==> config.mk <==
export PLATFORM = sky130hd
export DESIGN_NAME = local_endpoint_flat
export DESIGN_NICKNAME = d
export VERILOG_FILES = /design/src/rtl/local_endpoint_if.sv /design/src/rtl/local_endpoint.sv /design/src/flat_wrapper.sv
export SDC_FILE = /design/constraint.sdc
export NUM_CORES = 1
export LEC_CHECK = 0
export ABC_AREA = 1
export BUFFER_PORTS_ARGS = -buffer_cell sky130_fd_sc_hd__buf_2
export CAP_MARGIN = 20
export CORE_ASPECT_RATIO = 0.8
export CORE_MARGIN = 8
export CORE_UTILIZATION = 54
export DETAILED_ROUTE_END_ITERATION = 8
export PLACE_DENSITY = 0.86
export SLEW_MARGIN = 5
export SYNTH_ARGS = -nofsm -noshare
export SYNTH_HDL_FRONTEND = slang
export SYNTH_SLANG_ARGS = --single-unit
==> constraint.sdc <==
create_clock -name clk -period 3.4 [get_ports clk]
set_input_delay 0.51 -clock clk [delete_from_list [all_inputs] [get_ports clk]]
set_output_delay 0.51 -clock clk [all_outputs]
set_load 0.05 [all_outputs]
==> src/rtl/local_endpoint_if.sv <==
// User-side and router-side signal bundle of a local endpoint.
// The endpoint takes the master modport. The environment (user logic plus
// the router's Local port) takes the slave modport.
interface local_endpoint_if #(
  parameter int SIZE = 8
);
  logic            send_valid;
  logic [SIZE-1:0] send_data;
  logic            send_ready;
  logic            out_req;
  logic            out_ack;
  logic [SIZE-1:0] out_data;
  logic            in_req;
  logic            in_ack;
  logic [SIZE-1:0] in_data;
  logic            recv_valid;
  logic [SIZE-1:0] recv_data;
  logic            recv_read;
  logic [15:0]     sent_count;
  logic [15:0]     recv_count;

  modport master (
    input  send_valid, send_data, out_ack, in_req, in_data, recv_read,
    output send_ready, out_req, out_data, in_ack, recv_valid, recv_data,
           sent_count, recv_count
  );

  modport slave (
    output send_valid, send_data, out_ack, in_req, in_data, recv_read,
    input  send_ready, out_req, out_data, in_ack, recv_valid, recv_data,
           sent_count, recv_count
  );
endinterface

==> src/rtl/local_endpoint.sv <==
// Local endpoint of a NoC router.
// The user pushes flits into a TX circular queue. The TX FSM drains that queue
// over a four-phase req/ack link into the router. The RX FSM takes flits from
// the router over a second four-phase link into an RX circular queue, which
// the user reads. The TX and RX paths run independently.
module local_endpoint #(
  parameter int ID         = -1,
  parameter int SIZE       = 8,
  parameter int DEPTH_LOG2 = 2
) (
  input logic              clk,
  input logic              reset,
  local_endpoint_if.master bus
);
  localparam int DEPTH = 1 << DEPTH_LOG2;
  localparam logic [DEPTH_LOG2:0] FULL_COUNT = (DEPTH_LOG2 + 1)'(DEPTH);

  localparam logic [1:0] T_IDLE = 2'd0;
  localparam logic [1:0] T_REQ  = 2'd1;
  localparam logic [1:0] T_REL  = 2'd2;
  localparam logic [0:0] R_WAIT = 1'b0;
  localparam logic [0:0] R_ACK  = 1'b1;

  // ID only identifies which router this endpoint sits on. Values below -1
  // have no meaning, and nothing is built for them.
  if (ID < -1) begin : g_invalid_id
  end

  // ---------------- TX path ----------------
  logic [SIZE-1:0]       tx_mem [DEPTH];
  logic [DEPTH_LOG2-1:0] tx_wr_ptr, tx_rd_ptr;
  logic [DEPTH_LOG2:0]   tx_count;
  logic                  tx_push, tx_pop;
  logic [1:0]            tx_state;
  logic                  out_req_reg;
  logic [SIZE-1:0]       out_data_reg;
  logic [15:0]           sent_count_reg;

  // send_ready depends only on the registered occupancy, so a pop in the same
  // cycle never opens the queue combinationally.
  assign bus.send_ready = (tx_count != FULL_COUNT);
  assign tx_push        = !reset && bus.send_valid && bus.send_ready;
  assign tx_pop         = !reset && (tx_state == T_REQ) && bus.out_ack;
  assign bus.out_req    = out_req_reg;
  assign bus.out_data   = out_data_reg;
  assign bus.sent_count = sent_count_reg;

  // TX storage: write only, with no reset, so it can map onto RAM.
  always_ff @(posedge clk) begin
    if (tx_push) tx_mem[tx_wr_ptr] <= bus.send_data;
  end

  // TX pointers wrap modulo the depth. Occupancy tracks pushes minus pops.
  always_ff @(posedge clk) begin
    if (reset) begin
      tx_wr_ptr <= '0;
      tx_rd_ptr <= '0;
      tx_count  <= '0;
    end else begin
      if (tx_push) tx_wr_ptr <= tx_wr_ptr + 1'b1;
      if (tx_pop)  tx_rd_ptr <= tx_rd_ptr + 1'b1;
      tx_count <= tx_count + (DEPTH_LOG2 + 1)'(tx_push) - (DEPTH_LOG2 + 1)'(tx_pop);
    end
  end

  // TX handshake. The head is registered into out_data when the request
  // rises, and it stays frozen until the next request.
  always_ff @(posedge clk) begin
    if (reset) begin
      tx_state       <= T_IDLE;
      out_req_reg    <= 1'b0;
      out_data_reg   <= '0;
      sent_count_reg <= '0;
    end else begin
      case (tx_state)
        T_IDLE: if (tx_count != '0) begin
          out_req_reg  <= 1'b1;
          out_data_reg <= tx_mem[tx_rd_ptr];
          tx_state     <= T_REQ;
        end
        T_REQ: if (bus.out_ack) begin
          out_req_reg    <= 1'b0;
          sent_count_reg <= sent_count_reg + 16'd1;
          tx_state       <= T_REL;
        end
        T_REL: if (!bus.out_ack) tx_state <= T_IDLE;
        default: begin
          out_req_reg <= 1'b0;
          tx_state    <= T_IDLE;
        end
      endcase
    end
  end

  // ---------------- RX path ----------------
  logic [SIZE-1:0]       rx_mem [DEPTH];
  logic [DEPTH_LOG2-1:0] rx_wr_ptr, rx_rd_ptr;
  logic [DEPTH_LOG2:0]   rx_count;
  logic                  rx_push, rx_pop, rx_space;
  logic [0:0]            rx_state;
  logic                  in_ack_reg;
  logic [15:0]           recv_count_reg;

  // A read in the same cycle frees a slot, so a full queue can still accept.
  assign bus.recv_valid = (rx_count != '0);
  assign bus.recv_data  = rx_mem[rx_rd_ptr];
  assign rx_pop         = !reset && bus.recv_read && bus.recv_valid;
  assign rx_space       = (rx_count != FULL_COUNT) || rx_pop;
  assign rx_push        = !reset && (rx_state == R_WAIT) && bus.in_req && rx_space;
  assign bus.in_ack     = in_ack_reg;
  assign bus.recv_count = recv_count_reg;

  // RX storage: captures the incoming flit when it is accepted.
  always_ff @(posedge clk) begin
    if (rx_push) rx_mem[rx_wr_ptr] <= bus.in_data;
  end

  // RX pointers and occupancy, handled the same way as on the TX side.
  always_ff @(posedge clk) begin
    if (reset) begin
      rx_wr_ptr <= '0;
      rx_rd_ptr <= '0;
      rx_count  <= '0;
    end else begin
      if (rx_push) rx_wr_ptr <= rx_wr_ptr + 1'b1;
      if (rx_pop)  rx_rd_ptr <= rx_rd_ptr + 1'b1;
      rx_count <= rx_count + (DEPTH_LOG2 + 1)'(rx_push) - (DEPTH_LOG2 + 1)'(rx_pop);
    end
  end

  // Received-flit counter. It is reloaded every cycle and wraps naturally.
  always_ff @(posedge clk) begin
    if (reset) recv_count_reg <= '0;
    else       recv_count_reg <= recv_count_reg + {15'd0, rx_push};
  end

  // RX handshake. ack rises with the capture and falls once req is released.
  always_ff @(posedge clk) begin
    if (reset) begin
      rx_state   <= R_WAIT;
      in_ack_reg <= 1'b0;
    end else begin
      case (rx_state)
        R_WAIT: if (rx_push) begin
          in_ack_reg <= 1'b1;
          rx_state   <= R_ACK;
        end
        default: if (!bus.in_req) begin
          in_ack_reg <= 1'b0;
          rx_state   <= R_WAIT;
        end
      endcase
    end
  end
endmodule

==> src/flat_wrapper.sv <==
// flat-port wrapper written by rule: the top's interface ports become plain ports
module local_endpoint_flat 
#(
  parameter int ID         = -1,
  parameter int SIZE       = 8,
  parameter int DEPTH_LOG2 = 2
)
  (clk, reset, bus_send_valid, bus_send_data, bus_out_ack, bus_in_req, bus_in_data, bus_recv_read, bus_send_ready, bus_out_req, bus_out_data, bus_in_ack, bus_recv_valid, bus_recv_data, bus_sent_count, bus_recv_count);
  local_endpoint_if #(.SIZE(SIZE)) bus_i ();
  input logic clk;
  input logic reset;
  input wire logic [$bits(bus_i.send_valid)-1:0] bus_send_valid;
  input wire logic [$bits(bus_i.send_data)-1:0] bus_send_data;
  input wire logic [$bits(bus_i.out_ack)-1:0] bus_out_ack;
  input wire logic [$bits(bus_i.in_req)-1:0] bus_in_req;
  input wire logic [$bits(bus_i.in_data)-1:0] bus_in_data;
  input wire logic [$bits(bus_i.recv_read)-1:0] bus_recv_read;
  output wire logic [$bits(bus_i.send_ready)-1:0] bus_send_ready;
  output wire logic [$bits(bus_i.out_req)-1:0] bus_out_req;
  output wire logic [$bits(bus_i.out_data)-1:0] bus_out_data;
  output wire logic [$bits(bus_i.in_ack)-1:0] bus_in_ack;
  output wire logic [$bits(bus_i.recv_valid)-1:0] bus_recv_valid;
  output wire logic [$bits(bus_i.recv_data)-1:0] bus_recv_data;
  output wire logic [$bits(bus_i.sent_count)-1:0] bus_sent_count;
  output wire logic [$bits(bus_i.recv_count)-1:0] bus_recv_count;
  assign bus_i.send_valid = bus_send_valid;
  assign bus_i.send_data = bus_send_data;
  assign bus_i.out_ack = bus_out_ack;
  assign bus_i.in_req = bus_in_req;
  assign bus_i.in_data = bus_in_data;
  assign bus_i.recv_read = bus_recv_read;
  assign bus_send_ready = bus_i.send_ready;
  assign bus_out_req = bus_i.out_req;
  assign bus_out_data = bus_i.out_data;
  assign bus_in_ack = bus_i.in_ack;
  assign bus_recv_valid = bus_i.recv_valid;
  assign bus_recv_data = bus_i.recv_data;
  assign bus_sent_count = bus_i.sent_count;
  assign bus_recv_count = bus_i.recv_count;
  local_endpoint #(.ID(ID), .SIZE(SIZE), .DEPTH_LOG2(DEPTH_LOG2)) u_core (.clk(clk), .reset(reset), .bus(bus_i));
endmodule
==> out/results.txt, run 1 <==
The run finished with clean final reports. The run gives 2 as the clock tree buffer depth. The die span in y is 104 um. The via density per instance was 5.20. From synthesis to final layout, the design area changed by 19.7%. 74 I/O pins were placed.

The peak supply drop is 0.000587 V. After floorplanning, the core was divided into 32 placement rows. The worst setup path is captured at a primary output. Clock period minus final worst setup slack: 2.64 ns. The number of cells on the worst hold path is 1. Post-synthesis simple-gate area fraction: 17.2%.

Summed over all cells, the static leakage comes to 2.59 nW. The die covers 13200 um2. For this run, the total global-route usage over all layers was measured as 17.8%. The final worst-path cycle share is 77.8%. Number of hold-repair buffers added at the cts stage: 0. The tools report the maximum number of pins on one net before global-route repair as 38.

The library cell used most frequently in the layout, excluding fill and tap cells, is sky130_fd_sc_hd__nor2_1. The area of the placeable core is 9570 um2. The min-delay analysis places its worst path in the category input port to flop. The number of hold violations in the final report was 0.

Summed over all layers, the routed wires come to 11400 um. The arrival time at the worst endpoint came out at 2.13 ns. The logs give 0 for the total of warnings raised by yosys and 0.00965 ns for the worst clock skew on the final layout. The tools report the worst reg2reg path endpoint as u_core.rx_count[2]. The register-to-register setup slack is 1.28 ns.

Clock-pin slew was measured on the worst setup and hold paths at 0.05 ns. The repair_antennas step left the layout with diodes totalling 0. Synthesis produced a netlist with a net count of 588.

The number of max-slew violations in the final report was 0. The most frequently used flop master after synthesis is sky130_fd_sc_hd__edfxtp_1. Cells fill 65.8% of the core in the end. After detailed placement, the total cell area comes to 5720 um2. The share of synthesized flip-flops with an asynchronous set or reset is 0%, and the reported max-cap violation count is 0.

The compound-gate portion of the synthesized area is 11.2%. Leaving out fill and tap cells, the most frequent cells in the layout are sky130_fd_sc_hd__nor2_1 (111), sky130_fd_sc_hd__buf_2 (73), sky130_fd_sc_hd__inv_1 (66). Once the floorplan was initialized, standard cells occupied 55.0% of the core.

The filler-free cell count of the finished design was 762. Buffers added to address setup during post-CTS repair amount to 0. The logs give 37 for the post-synthesis cell type count and 0 for the number of antenna violations at the first check in global routing. The post-route netlist has 19.4% of its cells at a drive strength greater than 1. Setup repair after global routing left no endpoint under its margin. The tools report the minimum hold slack as 0.315 ns.

The tree is rooted in a sky130_fd_sc_hd__clkbuf_16. For the pin with the worst max-slew slack, the measured transition is 0.821 ns. The dominant combinational cell family by area after synthesis was simple AND/OR/NAND/NOR gates. The hold path startpoint is bus_send_data[6]. Sequential fraction of the synthesis area: 59.7%. Input and output buffers added on the ports amount to 73. Summing every instance area after synthesis gives 5260 um2.

In the final layout, the registers with the most flip-flops are u_core.rx_mem x32, u_core.tx_mem x32. The pre-antenna-repair detailed-routing pass consisted of 5 iterations. Number of nets at the end of the flow: 669. Summed over all nets, the half-perimeter wirelength after detailed placement is 7670 um.

The H-tree was split into 4 levels. Summing the areas of all xor and xnor instances in the mapped netlist gives 1.17% of the synthesized area. The tightest slew margin relative to the limit was 45.1%. In this run, synthesis inferred 64 flip-flops with an integrated enable. The launching point of the worst reg2reg path is u_core.rx_count[1].

In this run the horizontal extent of the chip is 126 um. In the final routed layout, each cell accounts on average for 14.9 um. The number of cells on the worst reg-to-reg path is 10. The layout filler cell count was 719. After detailed routing, the number of remaining DRC violations is 0. Timing would allow up to 0.378 GHz. The tools report the critical path startpoint category as a flop.

Clock insertion delay at the later pin of the skew report: 0.41 ns. After routing the design area is 6300 um2. For this design the ratio of total power to cell area is 718 nW/um2. Number of clock sinks: 125. In this run the worst path has a maximum fanout of 17. The tools report the total vias in the final route as 3962. The count of nets left with antenna violations once routing finished came out at 0. Summing the areas of all fa, ha and maj instances in the mapped netlist gives 4.33% of the synthesized area. The run gives 549 as the number of instances in the synthesized netlist. TritonCTS built the clock tree.

Clock tree synthesis inserted a total of 17 buffers. For the total placed cells including tap cells, the log shows 730. The number of flip-flops and latches in the synthesized netlist was 125; the number of global-route vias before repair was 4002. The tools report the initial detailed-routing violation count as 377.

The path with the worst hold slack has its endpoint at u_core.tx_mem[1][6]. The number of resized instances in the post-cts repair step is 0. The remaining global-route overflow was 0. The first global-routing pass estimated 18600 um of wire. Final weighted congestion of routability-driven global placement: 0.823. The worst setup path is of the flop to primary output kind. STA puts the critical path data required time at 2.89 ns.

For the setup violation total in the final timing report, the log shows 0. Measured against the total synthesized area, the mux share comes to 0%. The total negative setup slack is 0 ns, and the mean post-synth cell area is 9.59 um2.
[cell usage after synthesis (2+ instances only)]
cell	number	area share [%]
sky130_fd_sc_hd__a21oi_1	22	2.1
sky130_fd_sc_hd__a31oi_1	10	1.2
sky130_fd_sc_hd__buf_2	4	0.38
sky130_fd_sc_hd__buf_4	3	0.43
sky130_fd_sc_hd__clkbuf_1	4	0.29
sky130_fd_sc_hd__dfxtp_1	61	23
sky130_fd_sc_hd__edfxtp_1	64	37
sky130_fd_sc_hd__fa_1	2	0.76
sky130_fd_sc_hd__ha_1	15	3.6
sky130_fd_sc_hd__inv_1	66	4.7
sky130_fd_sc_hd__inv_2	3	0.21
sky130_fd_sc_hd__nand2_1	61	4.4
sky130_fd_sc_hd__nand2_2	5	0.59
sky130_fd_sc_hd__nand3_1	11	1.0
sky130_fd_sc_hd__nand4_1	7	0.83
sky130_fd_sc_hd__nor2_1	111	7.9
sky130_fd_sc_hd__nor2_2	3	0.36
sky130_fd_sc_hd__nor2_4	4	0.86
sky130_fd_sc_hd__nor3_1	2	0.19
sky130_fd_sc_hd__o21a_1	3	0.43
sky130_fd_sc_hd__o21ai_0	59	5.6
sky130_fd_sc_hd__o21ai_1	2	0.19
sky130_fd_sc_hd__o22ai_1	8	0.95
sky130_fd_sc_hd__xnor2_1	2	0.33
sky130_fd_sc_hd__xor2_1	5	0.83
[logic make-up after synthesis]
| kind of cell | count (synthesis) |
|---|---|
| compound gates | 108 |
| buf+inv | 83 |
| simple gates | 209 |
| fa+ha+maj | 17 |
| flops | 125 |
| xor+xnor | 7 |
[where the power goes]
group | switching (mW) | internal, mW
Combinational | 0.689 | 0.235
Clock | 0.628 | 1.14
Sequential | 0.105 | 1.72
[layer usage]
layer	global-route usage, %	up-vias	share of wire, %
met5	0	-	0
met1	20.1	1871	43
met2	30.1	103	51
met3	6.81	8	5.9
li1	-	1980	-
met4	6.08	0	0.98
[worst max-delay path by stage]
stage	startpoint	to	slack (ns)	cells past startpoint
floorplan	u_core.rx_count[1]	u_core.rx_count[2]	0.91	10
global placement	reset	u_core.bus.recv_count[14]	1.15	15
detailed placement	reset	u_core.bus.recv_count[12]	1.00	15
CTS	flop	bus_recv_data[1]	0.77	4
global route	flop	bus_recv_data[1]	0.59	4
finish	flop	bus_recv_data[1]	0.76	4
[critical path, cell delays in order, from the launching register on]
cell                      delay, ns
sky130_fd_sc_hd__dfxtp_1       0.67
sky130_fd_sc_hd__inv_1         0.39
sky130_fd_sc_hd__o21ai_0       0.31
sky130_fd_sc_hd__o22ai_1       0.13
sky130_fd_sc_hd__buf_2         0.23
[final cells by class]
class                      count  area, um2  area share [%]
tap                          119        149            2.36
sequential                   125       3140            49.9
timing repair buffer          75        380            6.04
clock buffer                  20        437            6.93
multi-input combinational    341       1780            28.3
inverter                      70        263            4.17
clock inverter                12        145            2.30
[stage by stage]
step           power, mW  setup slack [ns]
6_report            4.53             0.756
5_1_grt             4.71             0.588
4_1_cts             4.56             0.766
3_5_place_dp        2.78              1.00
3_3_place_gp        2.74              1.15
2_1_floorplan       2.56             0.913
No activity file was read; power rests on OpenSTA's default activity.
==> inputs of run 2 (changes only) <==
ABC_AREA = 0   (was 1)
clock period = 2.67 ns   (was 3.4 ns; I/O delays follow)
==> run 2 against run 1 <==
  * Sequential cell count unchanged
  * Wire length decreased by 16%
  * Clock-buffer cell count decreased by 1
  * Non-clock buffer count increased by 3
  * Critical endpoint unchanged
  * Power increased by 26%
  * First-iteration DRC count decreased by 43%
  * Area after synthesis decreased by 4.7%
  * Highest routed layer is now met5
  * Utilization increased by 1.5 points
==> out/results.txt, run 2 <==
The run finished with clean final reports. The clock tree buffer depth was 2 (unchanged); the total negative setup slack was 0 ns (unchanged). The number of max-slew violations in the final report was 0 (unchanged). Clock period minus final worst setup slack: 2.30 ns. The run gives 62.6% (+2.9 points) as the sequential fraction of the synthesis area. The number of nets with antenna violations after routing is 0 (unchanged), and the placed wire-length estimate is 6440 um (-16%).

The maximum fanout along the worst path is 8 (-9), and the number of global-route vias before repair is 3293 (-18%). The tools report the wire length of the first global-routing pass as 15500 um (-17%). Ranked by total cell area, the synthesized netlist is headed by sky130_fd_sc_hd__edfxtp_1 (38%), sky130_fd_sc_hd__dfxtp_1 (24%), sky130_fd_sc_hd__mux4_2 (7.2%). The total of warnings raised by yosys was 0 (unchanged); the remaining global-route overflow was 0 (unchanged). Proportion of netlist area held by the largest area contributor: 38.3% (+1.8 points).

The count of cells along the worst register-to-register path was 8 (-2); the setup violation total in the final timing report was 0 (unchanged). The worst reg2reg path endpoint is u_core.bus.recv_count[14]. The tools report the detailed-route wire length as 9530 um (-16%). The worst register-to-register path begins at u_core.rx_count[1]. Maximum number of pins on one net before global-route repair: 38 (unchanged). The tools report the number of nets at the end of the flow as 517 (-23%). In the synthesized netlist, the cells that appear most often are sky130_fd_sc_hd__edfxtp_1 (64), sky130_fd_sc_hd__dfxtp_1 (61), sky130_fd_sc_hd__nor2_1 (38), sky130_fd_sc_hd__nand2_1 (31), sky130_fd_sc_hd__xnor2_1 (24).

The pin slew with the least headroom to its limit was 0.626 ns (-0.195 ns). The number of resized instances in the post-cts repair step was 0 (unchanged); the data required time at the worst endpoint was 2.27 ns (-0.62 ns). The logs give 1.90 ns (-0.23 ns) for the arrival time at the worst endpoint and 3140 um2 (unchanged) for the register area. The count of standard-cell rows is 31 (-3.1%). Slowest cell on the critical path: sky130_fd_sc_hd__dfxtp_1. The number of instances in the synthesized netlist was 396 (-28%); the final worst-path cycle share was 86.1%.

Start-to-end type of the worst setup path: flop to primary output. The initial core utilization is 55.5% (+0.52 points). The run gives 1740 um2 (-2.2%) as the area used by multi-input combinational logic. The area growth from synthesis to layout is 21.3%. Capture point of the critical path: bus_recv_data[1]. The leakage power is 2.29 nW (-12%). The register-to-register setup slack was 0.41 ns (-0.87 ns); the area of the placeable core was 9040 um2 (-5.6%).

TritonCTS built the clock tree. The clock insertion delay at the later pin of the skew report was 0.41 ns (about the same); the number of hold-repair buffers added at the cts stage was 0 (unchanged). The mean post-synth cell area is 12.7 um2 (+32%), and the number of antenna violations at the first check in global routing is 1 (+1).

The depth of the CTS H-tree was 4 (unchanged). The worst clock skew on the final layout was 0.00584 ns (-0.00380 ns). The worst hold path begins at bus_send_data[3]. The antenna diode count came out at 0 (unchanged). The post-CTS repair timing setup buffer count was 0 (unchanged); the number of clock sinks was 125 (unchanged).

The critical path goes through mux4_2, buf_2. The share of synthesized flip-flops with an asynchronous set or reset came out at 0% (unchanged). The post-synthesis cell type count is 35 (-5.4%), and the number of flip-flops and latches in the synthesized netlist is 125 (unchanged). The logs give 3236 (-18%) for the total vias in the final route and 4 (-1) for the number of detailed-route iterations in the first pass.

The path type of the worst min-delay path is input port to flop. The top cell types in the final layout, fill and taps aside, are sky130_fd_sc_hd__buf_2 (73), sky130_fd_sc_hd__edfxtp_1 (64), sky130_fd_sc_hd__dfxtp_1 (61). The via density per instance came out at 5.34 (+2.7%). The minimum hold slack is 0.206 ns (-0.109 ns), and the synthesized cell area is 5020 um2 (-4.7%).

The largest registers in the layout are u_core.rx_mem x32, u_core.tx_mem x32. The tightest slew margin relative to the limit is 58.2% (+13 points), and the delay contributed by the slowest stage of the critical path is 0.67 ns (about the same). The remaining design rule violation count was 0 (unchanged).

The leading cell type by number of instances after synthesis was sky130_fd_sc_hd__edfxtp_1. CTS placed an instance of sky130_fd_sc_hd__clkbuf_16 at the clock tree root. Total routing usage reported by global routing: 16.2% (-1.5 points). The share of layout cells above drive strength 1 was 26.1% (+6.6 points); the final weighted congestion of routability-driven global placement was 0.755 (-8.3%). For this run, the top clock speed supported by timing is 0.435 GHz. The layout filler cell count is 639 (-11%). The tools report the endpoint type of the worst setup path as a primary output. The die span in x works out to 124 um (-2.1%). The worst setup path is launched from a flop. The number of nets in the synthesized netlist is 435 (-26%), and the number of hold violations in the final report is 0 (unchanged). Setup repair after global routing left no endpoint under its margin. Total power divided by cell area: 941 nW/um2 (+31%). The peak supply drop was 0.000783 V (+34%).

The run gives 0 (unchanged) as the reported max-cap violation count. Die span in y: 102 um (-2.0%). The most frequently used flop master after synthesis was sky130_fd_sc_hd__edfxtp_1. The leading area contributor after synthesis is sky130_fd_sc_hd__edfxtp_1. The number of port buffers is 73 (unchanged), and the average wire per cell in the routed design is 15.7 um (+5.4%). Most common library cell in the layout ignoring fill and taps: sky130_fd_sc_hd__buf_2. The die area is 12700 um2 (-4.0%).

The tools report the initial detailed-routing violation count as 214 (-43%). The clock transition at the registers of the reported paths works out to 0.05 ns (about the same). The CTS buffer count was 17 (unchanged); the number of synthesized flops with an enable pin was 64 (unchanged). For the number of primary I/O pins, the log shows 74 (unchanged).
-- run 2: cell types whose count changed after synthesis, moves of 6 or more --
cell                       before  now
sky130_fd_sc_hd__nor2_1       111   38
sky130_fd_sc_hd__nor2b_1        0    6
sky130_fd_sc_hd__inv_1         66   19
sky130_fd_sc_hd__nand2_1       61   31
sky130_fd_sc_hd__xnor2_1        2   24
sky130_fd_sc_hd__mux4_2         0   16
sky130_fd_sc_hd__and2_1         0    8
sky130_fd_sc_hd__clkbuf_1       4   11
sky130_fd_sc_hd__nor3_1         2   10
sky130_fd_sc_hd__o21ai_0       59    8
sky130_fd_sc_hd__a31oi_1       10    0
sky130_fd_sc_hd__or3_1          0    7
sky130_fd_sc_hd__o22ai_1        8    0
-- run 2: cells by family after synthesis --
family | after synthesis | synth area share [%]
adders and majority gates | 17 | 4.54
xor gates and xnor gates | 32 | 5.59
AOI/OAI and AO/OA | 33 | 3.67
muxes | 16 | 7.18
DFF | 125 | 62.6
buffers and inverters | 34 | 2.59
and+or+nand+nor | 139 | 13.8
-- run 2: final cells by class --
| class | instances | share of cell area (%) |
|---|---|---|
| Timing Repair Buffer | 78 | 6.62 |
| Clock inverter | 13 | 2.45 |
| Clock buffer | 19 | 7.11 |
| Sequential cell | 125 | 51.6 |
| Tap cell | 115 | 2.36 |
| Inverter | 19 | 1.17 |
| Multi-Input combinational cell | 237 | 28.7 |
-- run 2: report_power, final --
part	total [mW]	internal, mW	switching (mW)
clock network	2.23	1.45	0.778
registers	2.34	2.20	0.141
logic	1.16	0.389	0.770
total	5.73	4.04	1.69
-- run 2: worst min-delay path by stage --
stage	end	slack, ns	cells past startpoint
global placement	u_core.bus.out_data[7]	0.44	2
global route	u_core.tx_mem[2][4]	0.19	1
detailed placement	u_core.bus.out_data[7]	0.44	2
floorplan	u_core.tx_wr_ptr[1]	0.47	2
CTS	u_core.tx_mem[0][4]	0.19	1
finish	u_core.tx_mem[1][3]	0.21	1
-- run 2: metrics by stage --
| step | power (mW) | cells | setup slack, ns | instance area [um2] | util [%] |
|---|---|---|---|---|---|
| after global routing | 5.99 | 606 | 0.242 | 6090 | 67.4 |
| after CTS | 5.79 | 606 | 0.323 | 6090 | 67.4 |
| after global placement | 3.49 | 574 | 0.331 | 5510 | 60.9 |
| after floorplan | 3.24 | 396 | 0.144 | 5020 | - |
| after detailed placement | 3.55 | 574 | 0.258 | 5510 | 60.9 |
| final | 5.73 | 606 | 0.371 | 6090 | 67.4 |
-- run 2: critical path: cells and delay by family (launching register included) --
family | cells | cell delay, ns
multiplexers | 1 | 0.59
buffers and inverters | 1 | 0.23
flip-flops | 1 | 0.67
-- run 2: layer usage --
layer | GRT usage, % | wire length, um
met3 | 5.91 | 688
met1 | 18.7 | 3990
met2 | 26.5 | 4680
met4 | 7.76 | 147
met5 | 0 | 12
